===== src/rtl/fft_bitrev_reorder.sv =====
// -----------------------------------------------------------------------------
// fft_bitrev_reorder
//
// Output reorder buffer for the 32-point radix-2 SDF FFT. The final butterfly
// stage emits each frame in bit-reversed index order; this block stores frames
// into a ping-pong pair of banks (address = bitrev(arrival count)) and reads
// them back linearly, so the output stream is in natural order X[0]..X[N-1].
//
// Ports
//   clk        in   1      clock, rising edge
//   rst        in   1      asynchronous, active-high reset
//   in_valid   in   1      in_r/in_i carry a sample
//   in_first   in   1      sample is bit-reversed index 0 of a frame
//   in_ready   out  1      a sample can be accepted this cycle
//   in_r/in_i  in   DW     input sample, signed 6.8
//   out_valid  out  1      out_r/out_i/out_idx are valid
//   out_ready  in   1      downstream accepts this cycle
//   out_r/out_i out DW     output sample, natural order (0 when not valid)
//   out_idx    out  LOG2N  natural frequency index (0 when not valid)
//   out_last   out  1      last sample of a frame
//   frame_err  out  1      one-cycle pulse: a partial frame was discarded
// -----------------------------------------------------------------------------
module fft_bitrev_reorder #(
  parameter int N     = 32,
  parameter int LOG2N = 5,
  parameter int DW    = 14
) (
  input  logic                    clk,
  input  logic                    rst,
  input  logic                    in_valid,
  input  logic                    in_first,
  output logic                    in_ready,
  input  logic signed [DW-1:0]    in_r,
  input  logic signed [DW-1:0]    in_i,
  output logic                    out_valid,
  input  logic                    out_ready,
  output logic signed [DW-1:0]    out_r,
  output logic signed [DW-1:0]    out_i,
  output logic [LOG2N-1:0]        out_idx,
  output logic                    out_last,
  output logic                    frame_err
);

  localparam logic [LOG2N-1:0] LP_LAST = LOG2N'(N - 1);

  function automatic logic [LOG2N-1:0] f_bitrev(input logic [LOG2N-1:0] v);
    logic [LOG2N-1:0] r;
    for (int b = 0; b < LOG2N; b++) r[b] = v[LOG2N-1-b];
    return r;
  endfunction

  // Sample storage: two banks, indexed [bank][address]
  logic signed [DW-1:0] r_mem_re [2][N];
  logic signed [DW-1:0] r_mem_im [2][N];

  logic [1:0]       r_full;
  logic             r_wr_bank;
  logic             r_rd_bank;
  logic [LOG2N-1:0] r_wr_cnt;
  logic [LOG2N-1:0] r_rd_cnt;
  logic             r_frame_err;

  logic             w_wr_en;
  logic             w_resync;
  logic             w_wr_done;
  logic [LOG2N-1:0] w_wr_addr;
  logic             w_rd_en;
  logic             w_rd_done;
  logic [1:0]       w_full_nxt;

  assign in_ready  = !r_full[r_wr_bank];
  assign out_valid = r_full[r_rd_bank];

  assign w_wr_en   = in_valid && in_ready;
  // in_first in the middle of a frame restarts the frame at bit-reversed index 0
  assign w_resync  = w_wr_en && in_first && (r_wr_cnt != '0);
  assign w_wr_addr = w_resync ? '0 : f_bitrev(r_wr_cnt);
  assign w_wr_done = w_wr_en && !w_resync && (r_wr_cnt == LP_LAST);

  assign w_rd_en   = out_valid && out_ready;
  assign w_rd_done = w_rd_en && (r_rd_cnt == LP_LAST);

  // A write can only complete into an empty bank and a read can only release a
  // full one, so the two updates below never target the same bit.
  always_comb begin
    w_full_nxt = r_full;
    if (w_wr_done) w_full_nxt[r_wr_bank] = 1'b1;
    if (w_rd_done) w_full_nxt[r_rd_bank] = 1'b0;
  end

  // NOTE: the sample banks carry no reset; validity is tracked entirely by
  // r_full, so stale contents are never observable and the array stays plain
  // flops/RAM without a reset network.
  always_ff @(posedge clk) begin
    if (w_wr_en) begin
      r_mem_re[r_wr_bank][w_wr_addr] <= in_r;
      r_mem_im[r_wr_bank][w_wr_addr] <= in_i;
    end
  end

  // NOTE: all sequential state uses non-blocking assignments so every register
  // samples the pre-edge values, independent of statement order.
  always_ff @(posedge clk or posedge rst) begin
    if (rst) begin
      r_full      <= '0;
      r_wr_bank   <= 1'b0;
      r_rd_bank   <= 1'b0;
      r_wr_cnt    <= '0;
      r_rd_cnt    <= '0;
      r_frame_err <= 1'b0;
    end else begin
      r_full      <= w_full_nxt;
      r_frame_err <= w_resync;

      if (w_wr_en) begin
        if (w_resync) begin
          r_wr_cnt <= LOG2N'(1);
        end else if (w_wr_done) begin
          r_wr_cnt  <= '0;
          r_wr_bank <= ~r_wr_bank;
        end else begin
          r_wr_cnt <= r_wr_cnt + 1'b1;
        end
      end

      if (w_rd_en) begin
        if (w_rd_done) begin
          r_rd_cnt  <= '0;
          r_rd_bank <= ~r_rd_bank;
        end else begin
          r_rd_cnt <= r_rd_cnt + 1'b1;
        end
      end
    end
  end

  // Read port is combinational from the flop array; outputs are zeroed when idle
  assign out_r     = out_valid ? r_mem_re[r_rd_bank][r_rd_cnt] : '0;
  assign out_i     = out_valid ? r_mem_im[r_rd_bank][r_rd_cnt] : '0;
  assign out_idx   = out_valid ? r_rd_cnt : '0;
  assign out_last  = out_valid && (r_rd_cnt == LP_LAST);
  assign frame_err = r_frame_err;

endmodule


===== config.mk =====
export PLATFORM = sky130hd
export DESIGN_NAME = fft_bitrev_reorder
export DESIGN_NICKNAME = d
export VERILOG_FILES = /design/src/rtl/fft_bitrev_reorder.sv
export SDC_FILE = /design/constraint.sdc
export NUM_CORES = 2
export LEC_CHECK = 0
export ABC_CLOCK_PERIOD_IN_PS = 5500
export CORE_MARGIN = 2
export CORE_UTILIZATION = 65
export CTS_CLUSTER_DIAMETER = 120
export DETAILED_ROUTE_END_ITERATION = 16
export PLACE_DENSITY = 0.82
export SYNTH_ARGS = -nofsm -noshare
export SYNTH_HDL_FRONTEND = slang
export SYNTH_SLANG_ARGS = --single-unit

===== constraint.sdc =====
create_clock -name clk -period 5.5 [get_ports clk]
set_input_delay 1.1 -clock clk [delete_from_list [all_inputs] [get_ports clk]]
set_output_delay 1.1 -clock clk [all_outputs]
set_load 0.05 [all_outputs]

==> flow_metrics.py <==
metrics = {
    "run_status": {
        "status": "completed",
    },
    "worst_setup_path": {
        "endpoint": "out_r[13]",
        "path_class": "reg -> out",
        "worstPathArrival_ps": 4250,
        "r2r_cells": 6,
        "r2r-end": "r_mem_re[0][174]",
        "cp.required_ps": 4400,
        "r2r_setup_slack_ps": 1370,
        "cp-end-kind": "primary output",
        "reg2reg_from": "r_wr_bank",
        "crit_fanout": 96,
        "startpoint": "r_rd_bank",
        "start_kind": "register",
    },
    "route": {
        "via_per_inst": 7.21,
        "firstDrtPassIters": 9,
        "drc": 0,
        "wl_mm": 174,
        "ant_nets": 0,
        "vias": 36152,
        "dr.first_iter.drc_count": 5388,
        "wl_per_cell_um": 34.8,
    },
    "final_layout": {
        "final_core_util_pct": 73.1,
        "nFillCells": 5657,
        "multi_input_area_um2": 14600,
        "nNetsFinal": 3529,
        "final_common_cell": "edfxtp_1",
        "area_growth_pct": 11.1,
        "layout-drive-gt1-share_pct": 21.0,
        "area.sequential_um2": 54200,
        "final_area_um2": 77300,
        "layout_common_cells": "1792 x edfxtp_1, 393 x mux2i_1, 280 x mux4_2",
    },
    "yosys": {
        "syn_inst": 3321,
        "synth_compound_area_share_pct": 4.53,
        "synth_edf_count": 1792,
        "yosysUniqueCellTypes": 46,
        "synth-seq-cells": 1807,
        "synth_xor_area_share_pct": 0.0126,
        "synth-seq-area-share_pct": 77.9,
        "synthSimpleGateAreaFrac_pct": 0.982,
        "syn_nets": 3359,
        "synth_warnings": 0,
        "async_reset_ff_share_pct": 0.830,
        "yosys_most_used_dff": "edfxtp_1",
        "synth_mux_area_share_pct": 14.8,
        "netlist_area_um2": 69500,
        "synth_top_family_by_area": "multiplexers",
        "synth_adder_area_share_pct": 0.0900,
        "synth_area_per_cell_um2": 20.9,
    },
    "floorplan": {
        "die_x_um": 331,
        "die-area_um2": 110000,
        "floorplan.rows": 119,
        "initial_core_util_pct": 65.8,
        "core_region_area_um2": 106000,
        "io_pins": 70,
        "fp.dieH_um": 331,
    },
    "placed_design": {
        "io_buffers": 69,
        "gp_congestion": 0.946,
        "dpl.hpwl_mm": 96.0,
        "place_area_um2": 72200,
    },
    "clocking": {
        "clock_sinks": 1807,
        "h-tree-depth": 4,
        "clock_path_buffers": 3,
        "insertion_delay_ps": 770,
        "cts_inserted_buffers": 169,
        "cts_tree": "done",
        "cts-root-buf": "clkbuf_16",
        "clk_pin_slew_ps": 60,
        "hold_buffers": 0,
    },
    "grt": {
        "grt_pass1_vias": 35765,
        "grtUsageTotal_pct": 32.4,
        "antenna_found_initial": 9,
        "grt_max_degree": 116,
        "grt_overflow": 0,
        "grt_pass1_wl_mm": 250,
    },
    "sta": {
        "setup_tns_ps": 0,
        "final-setup-viol-count": 0,
        "finalCritPeriodShare_pct": 97.3,
        "grt_setup_unrepaired": "no",
        "drv_slew": 0,
        "finalHoldViolCount": 0,
        "clock_skew_ps": 25.7,
        "min_period_ps": 5350,
        "tightest_slew_ps": 1380,
        "fmax_ghz": 0.187,
        "max-slew-margin-rel_pct": 8.24,
    },
    "hold_path": {
        "hp-class": "reg -> reg",
    },
    "run": {
        "drv_cap": 0,
    },
    "power_and_ir_drop": {
        "powerDensity_nw_per_um2": 370,
        "ir_worst_vdd_uv": 416,
        "cellLeakagePower_nw": 23.0,
    },
}
[cell families after synthesis]
family	after synthesis
XOR/XNOR	1
adder cells (fa/ha/maj)	5
multiplexers	675
AND/OR/NAND/NOR	155
flip-flops	1807
buffers and inverters	207
AO/OA/AOI/OAI	471
[critical path, cell delays in order, from the launching register on]
cell,delay [ps]
dfrtp_4,840
buf_16,470
mux4_2,630
a211oi_2,450
o21ai_1,230
a32o_1,390
buf_4,240
[cells in the mapped netlist, drive strengths merged (2+ instances only)]
cell	instances	share of area, %
and3	3	0.027
inv	9	0.049
or3b	2	0.025
mux4	280	9.1
nor2b	6	0.054
ha	5	0.090
o21ai	124	0.89
nand4	2	0.018
nand2b	3	0.027
edfxtp	1792	77
nand2	42	0.23
a32o	29	0.42
o221ai	56	0.71
o22ai	56	0.50
dfrtp	15	0.54
nor2	75	0.41
clkbuf	88	0.48
a31oi	2	0.018
and2	2	0.018
mux2i	394	5.7
nand3	12	0.086
a211oi	56	0.61
a221oi	56	0.71
a21oi	88	0.63
nand3b	3	0.032
buf	110	1.2
[where the power goes]
part	internal (W)	leakage, nW	switching, W	total, W
combinational	0.000678	4.25	0.00147	0.00215
clock	0.00607	2.48	0.00486	0.0109
sequential	0.0154	16.3	0.000129	0.0155
[how the worst min path moves through the flow]
stage                           start     endpoint  depth (start not counted)
after detailed placement  r_wr_cnt[4]  r_wr_cnt[4]                          2
after floorplan             r_full[1]    r_rd_bank                          1
after global placement    r_rd_cnt[4]  r_rd_cnt[4]                          2
final                     r_wr_cnt[4]  r_wr_cnt[4]                          2
after global routing      r_wr_cnt[4]  r_wr_cnt[4]                          2
after CTS                 r_wr_cnt[4]  r_wr_cnt[4]                          2
[layout make-up]
cell class	count	area share [%]
flip-flops and latches	1807	70.1
multi-input cells	1307	18.8
clock buffers	215	5.75
well taps	1391	2.25
repair buffers	197	2.15
clock inverters	85	0.821
inverters	9	0.0437
diodes	2	0.00648
[repair_timing]
item,in CTS,in global routing
buffers inserted,0,0
setup endpoints to repair,1,1
gates resized for setup,1,1
[state kept, by name, summed over array words and instances (netlist names)]
name	flops
r_rd_cnt	5
frame_err	1
r_mem_re	896
r_wr_cnt	5
r_rd_bank	1
r_wr_bank	1
r_full	2
r_mem_im	896
[stage by stage]
step	cells	hold WS, ps	setup WS (ps)	power (W)
finish	5013	588	148	0.0286
global route	5011	645	83.4	0.0292
CTS	5011	577	6.72	0.0286
detailed placement	4711	565	907	0.0179
global placement	4711	543	960	0.0178
floorplan	3321	498	1760	0.0168
[per-layer routing]
metal / vias to the layer above / wire length [um] / track usage [%]
met2: 2862 / 84200 / 51.4
met4: 10 / 8020 / 13.5
li1: 14282 / - / -
met3: 482 / 22000 / 7.58
met5: - / 61 / 0
met1: 18516 / 60100 / 44.2
No activity file was read; power rests on OpenSTA's default activity.
